[src/rtl/dsp_batch_controller.sv]
// Instruction-FIFO fed sequencer for the BRAM0/BRAM1 -> DSP48 -> BRAM1 datapath.
// Each instruction runs rep+1 elements of READ / EXE x DSP_LATENCY / WRITE with auto-incremented indices.
module dsp_batch_controller #(
    parameter int DSP_LATENCY = 3,
    parameter int FIFO_DEPTH  = 4,
    parameter int ADDR_W      = 10,
    parameter int IDX_W       = 5,
    parameter int REP_W       = 4,
    parameter int INST_W      = 3*IDX_W + REP_W + 17
) (
    input  logic                          clk,
    input  logic                          rst_n,
    input  logic [INST_W-1:0]             inst,
    input  logic                          inst_valid,
    output logic                          inst_ready,
    input  logic                          abort,
    output logic                          busy,
    output logic                          done,
    output logic [$clog2(FIFO_DEPTH):0]   fifo_count,
    output logic [ADDR_W-1:0]             bram0_raddrb,
    output logic                          bram0_enb,
    output logic [ADDR_W-1:0]             bram1_addrb,
    output logic [3:0]                    bram1_web,
    output logic                          bram1_enb,
    output logic [4:0]                    dsp_inmode,
    output logic [6:0]                    dsp_opmode,
    output logic [3:0]                    dsp_alumode
);

    localparam int PTR_W    = $clog2(FIFO_DEPTH);
    localparam int CNT_W    = PTR_W + 1;
    localparam int LAT_W    = $clog2(DSP_LATENCY + 1);
    localparam int OFS_SRC1 = IDX_W;
    localparam int OFS_DST  = 2*IDX_W;
    localparam int OFS_INM  = 3*IDX_W;
    localparam int OFS_OPM  = OFS_INM + 5;
    localparam int OFS_ALU  = OFS_OPM + 7;
    localparam int OFS_REP  = OFS_ALU + 4;
    localparam int OFS_EXEC = OFS_REP + REP_W;

    typedef enum logic [2:0] {
        S_IDLE,
        S_READ,
        S_EXE,
        S_WRITE,
        S_DONE
    } state_t;

    state_t              state_reg, state_next;
    logic [INST_W-1:0]   fifo_mem [FIFO_DEPTH];
    logic [PTR_W-1:0]    wr_ptr_reg, rd_ptr_reg;
    logic [CNT_W-1:0]    count_reg;
    logic [INST_W-1:0]   head;
    logic [INST_W-2:0]   inst_reg;
    logic [REP_W-1:0]    iter_reg, iter_next;
    logic [LAT_W-1:0]    lat_reg, lat_next;
    logic                push, pop, fifo_empty, write_cycle;

    logic [IDX_W-1:0]    src0_f, src1_f, dst_f;
    logic [REP_W-1:0]    rep_f;
    logic [IDX_W-1:0]    rd0_idx, rd1_idx, wr_idx;

    assign fifo_empty = (count_reg == '0);
    assign inst_ready = (count_reg < CNT_W'(FIFO_DEPTH));
    assign fifo_count = count_reg;
    assign busy       = (state_reg != S_IDLE) || !fifo_empty;

    // Abort outranks both sides of the FIFO: a same-cycle push is dropped and nothing is popped.
    assign push = inst_valid && inst_ready && !abort;
    assign pop  = (state_reg == S_IDLE) && !fifo_empty && !abort;
    assign head = fifo_mem[rd_ptr_reg];

    always_ff @(posedge clk) begin
        if (push) begin
            fifo_mem[wr_ptr_reg] <= inst;
        end
    end

    always_ff @(posedge clk or negedge rst_n) begin
        if (!rst_n) begin
            wr_ptr_reg <= '0;
            rd_ptr_reg <= '0;
            count_reg  <= '0;
        end else if (abort) begin
            wr_ptr_reg <= '0;
            rd_ptr_reg <= '0;
            count_reg  <= '0;
        end else begin
            if (push) wr_ptr_reg <= wr_ptr_reg + PTR_W'(1);
            if (pop)  rd_ptr_reg <= rd_ptr_reg + PTR_W'(1);
            if (push && !pop)      count_reg <= count_reg + CNT_W'(1);
            else if (!push && pop) count_reg <= count_reg - CNT_W'(1);
        end
    end

    // State register and per-instruction datapath registers.
    always_ff @(posedge clk or negedge rst_n) begin
        if (!rst_n) begin
            state_reg <= S_IDLE;
            inst_reg  <= '0;
            iter_reg  <= '0;
            lat_reg   <= '0;
        end else begin
            state_reg <= state_next;
            iter_reg  <= iter_next;
            lat_reg   <= lat_next;
            if (pop) inst_reg <= head[INST_W-2:0];
        end
    end

    assign src0_f = inst_reg[OFS_SRC1-1:0];
    assign src1_f = inst_reg[OFS_DST-1:OFS_SRC1];
    assign dst_f  = inst_reg[OFS_INM-1:OFS_DST];
    assign rep_f  = inst_reg[OFS_EXEC-1:OFS_REP];

    always_comb begin
        state_next = state_reg;
        iter_next  = iter_reg;
        lat_next   = lat_reg;
        if (abort) begin
            state_next = S_IDLE;
            iter_next  = '0;
            lat_next   = '0;
        end else begin
            case (state_reg)
                S_IDLE: begin
                    if (!fifo_empty) begin
                        iter_next  = '0;
                        state_next = head[OFS_EXEC] ? S_READ : S_DONE;
                    end
                end
                S_READ:  state_next = S_EXE;
                S_EXE: begin
                    if (lat_reg == LAT_W'(DSP_LATENCY - 1)) begin
                        lat_next   = '0;
                        state_next = S_WRITE;
                    end else begin
                        lat_next = lat_reg + LAT_W'(1);
                    end
                end
                S_WRITE: begin
                    if (iter_reg == rep_f) begin
                        state_next = S_DONE;
                    end else begin
                        iter_next  = iter_reg + REP_W'(1);
                        state_next = S_READ;
                    end
                end
                S_DONE:  state_next = S_IDLE;
                default: state_next = S_IDLE;
            endcase
        end
    end

    // Index sums are kept IDX_W wide so they wrap before zero-extension.
    assign rd0_idx = src0_f + IDX_W'(iter_reg);
    assign rd1_idx = src1_f + IDX_W'(iter_reg);
    assign wr_idx  = dst_f  + IDX_W'(iter_reg);

    always_comb begin
        done         = 1'b0;
        bram0_enb    = 1'b0;
        bram0_raddrb = '0;
        bram1_enb    = 1'b0;
        bram1_addrb  = '0;
        write_cycle  = 1'b0;
        dsp_inmode   = '0;
        dsp_opmode   = '0;
        dsp_alumode  = '0;
        case (state_reg)
            S_READ: begin
                bram0_enb    = 1'b1;
                bram0_raddrb = ADDR_W'(rd0_idx);
                bram1_enb    = 1'b1;
                bram1_addrb  = ADDR_W'(rd1_idx);
            end
            S_EXE: begin
                dsp_inmode  = inst_reg[OFS_OPM-1:OFS_INM];
                dsp_opmode  = inst_reg[OFS_ALU-1:OFS_OPM];
                dsp_alumode = inst_reg[OFS_REP-1:OFS_ALU];
            end
            S_WRITE: begin
                bram1_enb   = 1'b1;
                bram1_addrb = ADDR_W'(wr_idx);
                write_cycle = 1'b1;
            end
            S_DONE:  done = 1'b1;
            default: ;
        endcase
    end

    genvar gi;
    generate
        for (gi = 0; gi < 4; gi++) begin : g_web
            assign bram1_web[gi] = write_cycle;
        end
    endgenerate

endmodule

[config.mk]
export PLATFORM = sky130hd
export DESIGN_NAME = dsp_batch_controller
export DESIGN_NICKNAME = d
export VERILOG_FILES = /design/src/rtl/dsp_batch_controller.sv
export SDC_FILE = /design/constraint.sdc
export NUM_CORES = 1
export LEC_CHECK = 0
export ABC_CLOCK_PERIOD_IN_PS = 8100
export CAP_MARGIN = 25
export CORE_ASPECT_RATIO = 0.8
export CORE_UTILIZATION = 61
export DETAILED_ROUTE_END_ITERATION = 16
export PLACE_DENSITY = 0.95
export SLEW_MARGIN = 20
export SYNTH_ARGS = -nofsm -noshare
export SYNTH_HDL_FRONTEND = slang
export SYNTH_SLANG_ARGS = --single-unit
[constraint.sdc]
create_clock -name clk -period 8.1 [get_ports clk]
set_input_delay 1.62 -clock clk [delete_from_list [all_inputs] [get_ports clk]]
set_output_delay 1.62 -clock clk [all_outputs]
set_load 0.01 [all_outputs]
==> results.txt, run 1 <==
Status: finished, final reports clean
CTS tree: built
Vias per std cell: 6.043
Initial drt markers: 362
Max stage delay on crit path: 0.66 ns
Synth Area in Compound Gates: 1.934%
Post-DRT Antenna Nets: 0
Worst Tran Pin Value: 1.053 ns
Number of global-route vias before repair: 4580
Fin area: 0.009623 sq mm
Setup CP Type: flip-flop to primary output
DR WL/cell: 22.84 microns
Synth Area in Simple Gates: 5.695%
CTS buffer count: 17
Multi-input logic area: 0.002322 sq mm
Setup crit start: state_reg[1]$_DFFE_PN0P_
Initial Util: 62.88%
Comb pwr share: 27.5%
Critical path's top delay family: flip-flops
Period utilization: 61.47%
Post-synthesis cell area: 0.008150 sq mm
CTS clock-pin slew for the worst setup and hold paths: 0.07 ns
RSZ-0062 raised after global routing: no
Tmin final: 4.979 ns
Fmax: 200.8 MHz
LEAKAGE: 3.454 nW
CTS root buffer: clkbuf_16
Clk buf depth: 2
Total Nets Final: 582
Synth async-reset ratio: 26.15%
CTS Sinks: 195
Antenna diode count: 0
Slew margin rel.: 29.83%
Global-route wire length before repair: 25230 microns
All-Layer GR Usage: 25.42%
Port Buffers: 77
Slew Viols, Final: 0
Die Y: 105.4 microns
WL final: 16310 microns
Sequential power share: 44.6%
Xor and xnor fraction of the mapped netlist area: 1.612%
CP Launch Type: flip-flop
Max reg flops: 144
Yosys top cell by area: edfxtp_1
Yosys warnings: 0
Pwr dens: 317.3 mW/mm^2
Die Width: 131.2 microns
Global route total overflow: 0
Storage cell area: 0.005602 sq mm
Pre-antenna DRT Iters: 5
Synth Area per Inst: 18.27 sq um
Top FF cell, synth: edfxtp_1
Post-CTS Setup Inserts: 0
Max Cap Viol: 0
Adder-cell share of the synthesized area: 2.733%
Reg-to-Reg End: fifo_mem[2][7]$_DFFE_PP_
Htree depth: 4
Full die area: 0.01383 sq mm
Crit. path cell count: 9
Reg2reg start: fifo_count[2]$_DFFE_PN0P_
Critical path, cell by cell: nand3b_4 > mux2_2 > ha_1 > fa_1 > a21o_1 > a21oi_1 > xnor2_1 > nor2_1 > clkdlybuf4s50_1
Synth Instances: 446
EDFF count, synth: 144
Final Skew: 0.01015 ns
Area delta synth->final: 18.07%
Hold violation count in the final report: 0
Final setup violation count: 0
Number of remaining DRC errors: 0
Internal power: 2.148 mW
Post-synth top area share: 53.05%
Share of layout cells above drive strength 1: 19.67%
GPL Wtd Cong: 0.8033
Main combinational cell family by area after synthesis: multiplexers
Initial antenna violation count: 0
Clock Latency Late Sink: 0.43 ns
Post-synthesis sequential area ratio: 68.71%
Worst min-delay path class: flip-flop to flip-flop
Mux contribution to synthesized area: 16.00%
CP Capture Type: primary output
Reg2reg path depth: 3
WP buf/inv: 1
Synth cell types: 47
VDD IR max: 0.2090 mV
CTS Hold Bufs: 0
Core ar.: 0.01296 sq mm
CP required: 6.48 ns
Sw frac: 29.65%
Placed cell areas: 0.008976 sq mm
Vias: 4315
Num rows: 37
Post-CTS sizing: 0
WHS: 0.4767 ns
Clk network pwr share: 27.9%
# fillers: 722
CP endpoint: bram1_addrb[4]
Top cells by area, synth: edfxtp_1 53%, dfrtp_1 16%, mux4_2 9.9%
#FFs+latches synth: 195
NetSw: 905.3 uW
FF-to-FF setup slack: 5.52 ns
CP max stage cell: dfrtp_1
Setup tns final: 0 ns
CP Data Arrival Time: 3.36 ns
Crit Path Max Fanout: 11
HPWL Detailed: 9214 microns
Largest net degree at the start of global routing: 52
I/O pins: 88
-- area by class of cell --
cell class | count | area share [%]
repair buffers | 83 | 8.763
well taps | 175 | 2.275
inverters | 10 | 0.3901
multi-input cells | 219 | 24.13
flip-flops and latches | 195 | 58.21
clock inverters | 12 | 1.482
clock buffers | 20 | 4.746
-- stage by stage --
stage	util (%)	std cells	total power, mW	worst slack, ns
2_1_floorplan	-	455	1.926	4.312
3_3_place_gp	69.25	680	2.140	3.756
3_5_place_dp	69.25	680	2.194	3.629
4_1_cts	73.87	712	3.056	3.139
5_1_grt	74.24	714	3.172	3.004
6_report	74.24	714	3.054	3.121
-- worst min path at each step --
stage	start	cells after the start	slack, ns	endpoint
after floorplan	inst_reg[15]$_DFFE_PN0P_	1	0.45	inst_reg[15]$_DFFE_PN0P_
final	inst_reg[15]$_DFFE_PN0P_	1	0.48	inst_reg[15]$_DFFE_PN0P_
after detailed placement	inst_reg[15]$_DFFE_PN0P_	1	0.47	inst_reg[15]$_DFFE_PN0P_
after global routing	inst_reg[15]$_DFFE_PN0P_	1	0.49	inst_reg[15]$_DFFE_PN0P_
after CTS	inst_reg[15]$_DFFE_PN0P_	1	0.48	inst_reg[15]$_DFFE_PN0P_
after global placement	inst_reg[17]$_DFFE_PN0P_	1	0.46	inst_reg[17]$_DFFE_PN0P_
-- logic make-up (layout without fill, tap and decap cells) --
group,Yosys count,after routing
other,1,10
buffers and inverters,41,125
XOR/XNOR,15,15
AND/OR/NAND/NOR,75,75
AO/OA/AOI/OAI,23,23
flip-flops,195,195
adder cells (fa/ha/maj),16,16
multiplexers,80,80
-- power groups by stage --
stage	logic [mW]	registers [mW]	clock network, mW
after global placement	0.778	1.36	0
after global routing	0.896	1.38	0.899
after floorplan	0.616	1.31	0
after CTS	0.836	1.36	0.859
after detailed placement	0.817	1.38	0
final	0.840	1.36	0.852
-- placed cells by master, fill, tap and decap left out, drive strengths merged, types with 4 or more instances in the layout --
cell type      count
mux2              42
nor2              22
nand2              4
clkbuf            20
dfrtp             51
a21o               4
inv               15
mux4              36
ha                13
a21oi              8
nand3              5
nand2b             4
conb              10
and2              25
xor2               6
xnor2              9
buf                7
edfxtp           144
clkdlybuf4s50     76
-- Yosys cell counts, types with 2 or more instances --
library cell	count
fa_1	3
buf_6	7
a21oi_1	8
ha_1	13
xnor2_1	9
buf_4	15
a21o_1	4
buf_2	3
and2_1	25
nor2_1	21
inv_1	10
xor2_1	6
dfrtp_1	51
nor3_1	2
nand2_1	3
mux2_2	19
o21ai_0	3
nand3_1	5
nor2b_1	3
mux4_2	36
a31oi_1	2
nand2b_1	3
clkbuf_1	5
mux2_1	23
edfxtp_1	144
mux2i_1	2
-- routing by layer --
layer	GRT usage [%]	wire length, microns	share of wire [%]
met1	31.51	6604	40
met5	0	0	0
met2	43.05	8489	52
met3	5.195	791	4.9
met4	12.77	422	2.6
(Power assumes the default switching activity.)
==> inputs of run 2 (changes only) <==
ABC_CLOCK_PERIOD_IN_PS = 4900   (was 8100)
CORE_UTILIZATION = 56   (was 61)
PLACE_DENSITY = 0.9   (was 0.95)
clock period = 4.9 ns   (was 8.1 ns; I/O delays follow)
==> run 2 against run 1 <==
  * Wire length shrank 7.5%
  * Sequential share of layout area shrank 0.27 points
  * Highest routed layer unchanged
  * Combinational power grew 58%
  * Utilization shrank 6.4 points
  * Cell area grew 0.49%
  * Sequential power grew 66%
  * First-iteration DRC count grew 19%
  * Flip-flop and latch count is the same
  * Setup slack lost 2.5 ns
  * Non-clock buffer count shrank 1
  * Largest power group unchanged
  * Clock skew grew 0.0019 ns
==> results.txt, run 2 (same netlist as run 1, synthesis figures left out) <==
Status: finished, final reports clean
Uppermost layer routed: met4
Slew Viols, Final: 0
Placed cell areas: 0.008989 sq mm
Crit Path Max Fanout: 11
Fmax: 231.9 MHz
CP Launch Type: flip-flop
Max stage delay on crit path: 0.64 ns
Tmin final: 4.312 ns
Clk network pwr share: 30.0%
All-Layer GR Usage: 22.24%
Fin worst setup slack: 0.5881 ns
Setup tns final: 0 ns
Final setup violation count: 0
I/O pins: 88
Clock Latency Late Sink: 0.43 ns
WP buf/inv: 1
Setup CP Type: flip-flop to primary output
Critical path's top delay family: flip-flops
# fillers: 897
CTS Hold Bufs: 0
Post-CTS Setup Inserts: 0
Global-route wire length before repair: 23430 microns
Most frequent cells in the layout: 144 x edfxtp_1, 76 x clkdlybuf4s50_1, 49 x dfrtp_1
Share of layout cells above drive strength 1: 19.70%
NetSw: 1.442 mW
Slew margin rel.: 32.86%
Largest net degree at the start of global routing: 52
DR WL/cell: 20.88 microns
Final Skew: 0.01204 ns
CTS clock-pin slew for the worst setup and hold paths: 0.07 ns
Initial antenna violation count: 0
Number of remaining DRC errors: 0
Core ar.: 0.01425 sq mm
Initial Util: 57.20%
Die Width: 136.9 microns
Post-CTS sizing: 0
Total Nets Final: 581
LEAKAGE: 3.474 nW
Pre-antenna DRT Iters: 4
Die Y: 109.9 microns
Htree depth: 4
Pwr dens: 529.7 mW/mm^2
Vias per std cell: 5.697
Critical path, cell by cell: nand3b_4 > mux2_2 > ha_1 > fa_1 > a21o_1 > a21oi_1 > xnor2_1 > nor2_1 > clkdlybuf4s50_1
CP Capture Type: primary output
Post-DRT Antenna Nets: 0
Vias: 4113
Clk buf depth: 2
Hold violation count in the final report: 0
Num rows: 39
Wire length on met2: 7666 microns
GPL Wtd Cong: 0.7881
Antenna diode count: 0
Max Cap Viol: 0
Full die area: 0.01504 sq mm
HPWL Detailed: 9029 microns
CP required: 3.92 ns
CP max stage cell: dfrtp_1
CTS Sinks: 195
Initial drt markers: 432
CTS root buffer: clkbuf_16
Comb pwr share: 25.9%
CTS buffer count: 17
Worst min-delay path class: flip-flop to flip-flop
Met3 WL: 849 microns
Internal power: 3.681 mW
Port Buffers: 77
Met1 WL: 6328 microns
Number of global-route vias before repair: 4308
Worst Tran Pin Value: 1.007 ns
Area delta synth->final: 18.65%
Fin area: 0.009671 sq mm
WL final: 15080 microns
CP Data Arrival Time: 3.33 ns
Global route total overflow: 0
Sequential power share: 44.1%
CTS tree: built
Leading cell type in the layout, fill and taps excluded: edfxtp_1
Max reg flops: 144
Sw frac: 28.14%
Dpl ws: 1.050 ns
RSZ-0062 raised after global routing: no
VDD IR max: 0.4652 mV
Period utilization: 88.00%
Inst Count DP: 689
Non-Filler Instances: 722
-- run 2: final timing paths --
path / from / to / slack, ns / cells after the start
min reg2reg: inst_reg[15]$_DFFE_PN0P_ / inst_reg[15]$_DFFE_PN0P_ / 0.48 / 1
max in group asynchronous: rst_n / rd_ptr_reg[0]$_DFFE_PN0P_ / 3.71 / 2
min: inst_reg[15]$_DFFE_PN0P_ / inst_reg[15]$_DFFE_PN0P_ / 0.48 / 1
min in group asynchronous: rst_n / inst_reg[6]$_DFFE_PN0P_ / 0.69 / 2
max reg2reg: fifo_count[2]$_DFFE_PN0P_ / fifo_mem[3][31]$_DFFE_PP_ / 2.52 / 3
max: state_reg[1]$_DFFE_PN0P_ / bram1_addrb[4] / 0.59 / 9
-- run 2: cell type report --
class                   instances  area [sq um]  area share [%]
clock buffers                  19         442.9           4.580
clock inverters                13         219.0           2.264
inverters                      10         37.54          0.3881
multi-input cells             219          2322           24.01
flip-flops and latches        195          5603           57.94
well taps                     184         230.2           2.381
repair buffers                 82         815.8           8.436
-- run 2: worst reg2reg max path, delay by kind of cell, from the launching register on --
| kind | cells | cell delay, ns |
|---|---|---|
| flops | 1 | 0.45 |
| simple gates | 3 | 1.53 |
-- run 2: routing by layer --
layer,vias to the layer above,GRT usage [%]
li1,1846,-
met5,-,0
met2,152,36.73
met4,0,7.221
met3,22,5.901
met1,2093,29.12
-- run 2: stage by stage --
| stage | hold WS, ns | power, mW | util, % |
|---|---|---|---|
| after detailed placement | 0.4665 | 3.606 | 63.08 |
| final | 0.4774 | 5.122 | 67.87 |
| after floorplan | 0.4489 | 3.184 | - |
| after CTS | 0.4823 | 5.155 | 67.73 |
| after global placement | 0.4598 | 3.532 | 63.08 |
| after global routing | 0.5025 | 5.356 | 67.87 |
-- run 2: power by group through the flow --
stage | clock, mW | combinational [mW] | sequential [mW]
2_1_floorplan | 0 | 1.02 | 2.17
3_3_place_gp | 0 | 1.26 | 2.27
3_5_place_dp | 0 | 1.31 | 2.29
4_1_cts | 1.55 | 1.34 | 2.26
5_1_grt | 1.62 | 1.44 | 2.30
6_report | 1.54 | 1.33 | 2.26
==> edit 1: new RTL, flow settings as in run 1 <==
The parameter `ADDR_W` goes from 10 to 11.
--- a/src/rtl/dsp_batch_controller.sv
+++ b/src/rtl/dsp_batch_controller.sv
@@ -3,7 +3,7 @@
 module dsp_batch_controller #(
     parameter int DSP_LATENCY = 3,
     parameter int FIFO_DEPTH  = 4,
-    parameter int ADDR_W      = 10,
+    parameter int ADDR_W      = 11,
     parameter int IDX_W       = 5,
     parameter int REP_W       = 4,
     parameter int INST_W      = 3*IDX_W + REP_W + 17
Interface: changed (resized bram0_raddrb and bram1_addrb); port bits go from 88 to 90. No check against the original RTL was run, so the function may have changed too.
==> edit 1 against run 1 <==
- setup slack worse by 0.012 ns
- first-iteration DRC count is 3.6% lower
- total power is 4.2% lower
- combinational power is 1% lower
- final area is 0.66% lower
- synthesized cell count is 0.45% higher
- global-route usage is 1.1 points lower
- utilization is 0.49 points lower
- routed wire length is 4.8% lower
- synthesized area is 0.18% higher
- sequential cell count stayed put
- critical endpoint unchanged
==> edit 1: results (changes against run 1) <==
metric;value;unit;change
vias per cell;5.869;;-2.9%
R2R Path End;fifo_mem[1][22];;
proportion of layout cells with a drive suffix above 1;0.1867;;-0.009969
first-pass GRT wire length;24410;um;-3.3%
PwrDens;305.9;nW/um^2;-3.6%
met3 Usage GRT;0.05820;;+0.006253
vias in the first global route;4455;;-2.7%
grt met1 use;0.3084;;-0.006764
register area share after synthesis;0.6859;;-0.001264
peak supply drop;215.3;uV;+3.1%
crit path DAT;3.37;ns;about the same
post-layout net count;584;;+0.34%
top area cells in the synthesized netlist;edfxtp_1 53%, dfrtp_1 16%, mux4_2 9.9%, mux2_1 3.2%, mux2_2 2.6%;;
Placer Congestion;0.8926;;+11%
DR pass1 iterations;4;;-1
worst slew pin tran;1.013;ns;-0.03941 ns
Detailed Route WL;15530;um;-4.8%
min-delay src;inst_reg[17];;
dpl cells;682;;+0.29%
Layout Cells excl Fill;716;;+0.28%
metal1 wirelength;6290;um;-4.8%
Mean Syn Cell Area;18.23;um^2;-0.26%
flop-to-flop setup slack;5.53;ns;about the same
dpl cell area;8984;um^2;about the same
HPWL Detailed;9462;um;+2.7%
Pleak;3.417;nW;-1.1%
cell-internal power;2.066;mW;-3.8%
GR Layer Usage met2;0.4058;;-0.02470
pre-CTS setup slack;3.629;ns;+0.0003600 ns
clock-net power;0.745;mW;-13%
status;complete, no violations;;
DR WL met3;902;um;+14%
[edit 1: changes by cell type in the layout (fill, tap and decap cells not counted), sizes merged]
cell / change
clkinv: +3
inv: -5
conb: +2
clkinvlp: +1
clkbuf: +3
bufinv: -2
[edit 1: layout make-up]
| class | count | area (um^2) | share of cell area |
|---|---|---|---|
| Clock buffer | 23 | 457.9 | 0.04791 |
| Inverter | 10 | 37.54 | 0.003927 |
| Multi-Input combinational cell | 221 | 2330 | 0.2437 |
| Clock inverter | 9 | 62.56 | 0.006545 |
| Sequential cell | 195 | 5602 | 0.5860 |
| Timing Repair Buffer | 83 | 850.8 | 0.08901 |
| Tap cell | 175 | 219.0 | 0.02291 |
[edit 1: cells by family (layout without fill, tap and decap cells)]
family          Yosys count  in the layout  synth area share
fa+ha+maj                16             16           0.02728
simple gates             75             75           0.05685
compound gates           23             23           0.01931
mux                      80             80            0.1597
flops                   195            195            0.6859
xor+xnor                 15             15           0.01609
other cells               1             12         0.0004593
buf+inv                  43            125           0.03448
==> edit 2: new RTL, flow settings as in run 1 <==
Without the edit above. The 5 states of `state_t` get a Gray code encoding in 3 bits.
--- a/src/rtl/dsp_batch_controller.sv
+++ b/src/rtl/dsp_batch_controller.sv
@@ -39,11 +39,11 @@
     localparam int OFS_EXEC = OFS_REP + REP_W;
 
     typedef enum logic [2:0] {
-        S_IDLE,
-        S_READ,
-        S_EXE,
-        S_WRITE,
-        S_DONE
+        S_IDLE  = 3'b000,
+        S_READ  = 3'b001,
+        S_EXE   = 3'b011,
+        S_WRITE = 3'b010,
+        S_DONE  = 3'b110
     } state_t;
 
     state_t              state_reg, state_next;
Formal check against the unedited RTL: same outputs for any inputs over 10 cycles, from zero or initial values and one cycle with rst_n low; not proved beyond that.
==> edit 2 against run 1 <==
- largest power group unchanged
- die area down 1.2%
- fmax fell by 9.6%
- first-iteration DRC count grew 28%
- final area is 0.73% lower
- setup slack worse by 0.53 ns
- sequential cell count stayed put
- routed wire length is 1.2% lower
- hold slack better by 0.017 ns
- highest routed layer unchanged
- synthesized area down 1.2%
- synthesized cell count rose by 1.3%
- total power grew 1.2%
==> edit 2: results (changes against run 1) <==
metric;value;unit;change
top area cells in the synthesized netlist;edfxtp_1 54%, dfrtp_1 16%, mux4_2 10%, mux2_2 4.8%, ha_1 2.0%;;
Hold WC Path Type;reg -> reg;;
Clock Path Buffers;2;;unchanged
All-Layer GR Usage;0.2573;;+0.003145
register area share after synthesis;0.6954;;+0.008220
dpl cells;689;;+1.3%
clk root buf;clkbuf_16;;
max reg flops;144;;unchanged
Pleak;3.402;nW;-1.5%
Worst-path clk slew;0.07;ns;about the same
Num CTS Buffers;17;;unchanged
via count;4322;;+0.16%
initial antenna violation count;0;;unchanged
status;complete, no violations;;
peak supply drop;236.1;uV;+13%
pin count of the biggest net entering global routing;52;;unchanged
WL per Instance;22.32;um;-2.3%
first-pass GRT wire length;24980;um;-0.98%
worst-path fanout max;9;;-2
Slew HR;0.3071;;+0.008817
min-delay src;inst_reg[28];;
post-CTS setup buffer count;0;;unchanged
Antenna Cells;0;;unchanged
Sw Share;0.3044;;+0.007882
vias in the first global route;4622;;+0.92%
Yosys warning total;0;;unchanged
HPWL Detailed;9593;um;+4.1%
proportion of layout cells with a drive suffix above 1;0.2212;;+0.02455
clock skew;0.009086;ns;-0.001069 ns
crit path DAT;3.89;ns;+0.53 ns
H-Tree Depth;4;;unchanged
EDFF count, synth;144;;unchanged
Netlist cell types;41;;-13%
crit path launch;state_reg[1];;
cts repair resizes;0;;unchanged
I/O Buffers;77;;unchanged
Layout Cells excl Fill;722;;+1.1%
clk_lat worst skew;0.43;ns;about the same
fillers;711;;-1.5%
DR pass1 iterations;5;;unchanged
synth cell count leaders;144 x edfxtp_1, 51 x dfrtp_1, 36 x mux4_2, 34 x mux2_2, 23 x and2_1;;
Async SR Flop Fraction;0.2615;;unchanged
Placer Congestion;0.7475;;-6.9%
post-layout net count;590;;+1.4%
Mean Syn Cell Area;17.82;um^2;-2.5%
1st-iter DRT viols;465;;+28%
-- edit 2: changes by cell type after synthesis, moves of 3 or more --
cell     before  now
mux2_2       19   34
mux2_1       23    3
nand2_1       3   17
buf_6         7    4
or3_1         1    4
o21ai_0       3    6
nor2b_1       3    6
nor2_1       21   18
-- edit 2: power by group through the flow --
stage | clock, mW | combinational [mW] | sequential (mW)
after global placement | 0 | 0.849 | 1.33
after global routing | 0.881 | 0.992 | 1.35
after CTS | 0.842 | 0.928 | 1.33
final | 0.837 | 0.924 | 1.33
after detailed placement | 0 | 0.905 | 1.35
after floorplan | 0 | 0.650 | 1.31
-- edit 2: area by class of cell --
| type | instances | area share |
|---|---|---|
| tap | 175 | 0.02292 |
| sequential | 195 | 0.5864 |
| inverter | 10 | 0.003929 |
| clock inverter | 15 | 0.01755 |
| clock buffer | 17 | 0.04453 |
| timing repair buffer | 83 | 0.08828 |
| multi-input combinational | 227 | 0.2364 |
-- edit 2: cells by family after synthesis --
| group | count (synthesis) | synth area share |
|---|---|---|
| mux | 73 | 0.1524 |
| other cells | 1 | 0.0004656 |
| xor+xnor | 15 | 0.01631 |
| buf+inv | 39 | 0.02905 |
| simple gates | 86 | 0.05670 |
| compound gates | 27 | 0.02206 |
| flops | 195 | 0.6954 |
| fa+ha+maj | 16 | 0.02765 |
-- edit 2: path summary, 6_finish.rpt --
check                                      end  depth (start not counted)  slack (ns)
worst max-delay path            bram1_addrb[4]                         11        2.59
worst min-delay path              inst_reg[28]                          1        0.49
worst max register to register    inst_reg[13]                          5        5.44
worst min register to register    inst_reg[28]                          1        0.49
max in group asynchronous        rd_ptr_reg[0]                          2        6.26
min in group asynchronous         inst_reg[18]                          2        1.32
-- edit 2: critical path: stages, from the launching register on --
cell and delay (ns):
dfrtp_1 0.48, or3b_1 0.41, inv_1 0.24, nand2_1 0.12, nand2_1 0.08, ha_1 0.22, fa_1 0.42, a21o_1 0.20
a21oi_1 0.31, xor2_1 0.15, o22ai_1 0.21, clkdlybuf4s50_1 0.63
-- edit 2: stage by stage --
| step | area, um^2 | util | worst slack [ns] |
|---|---|---|---|
| CTS | 9533 | 0.7407 | 2.664 |
| finish | 9553 | 0.7423 | 2.590 |
| floorplan | 8088 | - | 4.139 |
| global route | 9553 | 0.7423 | 2.533 |
| detailed placement | 8940 | 0.6946 | 3.302 |
| global placement | 8912 | 0.6925 | 3.520 |
-- edit 2: per-layer routing --
layer / global-route usage / share of wire
met4: 0.1141 / 0.029
met1: 0.3299 / 0.40
met3: 0.06093 / 0.060
met5: 0 / 0
met2: 0.4210 / 0.51
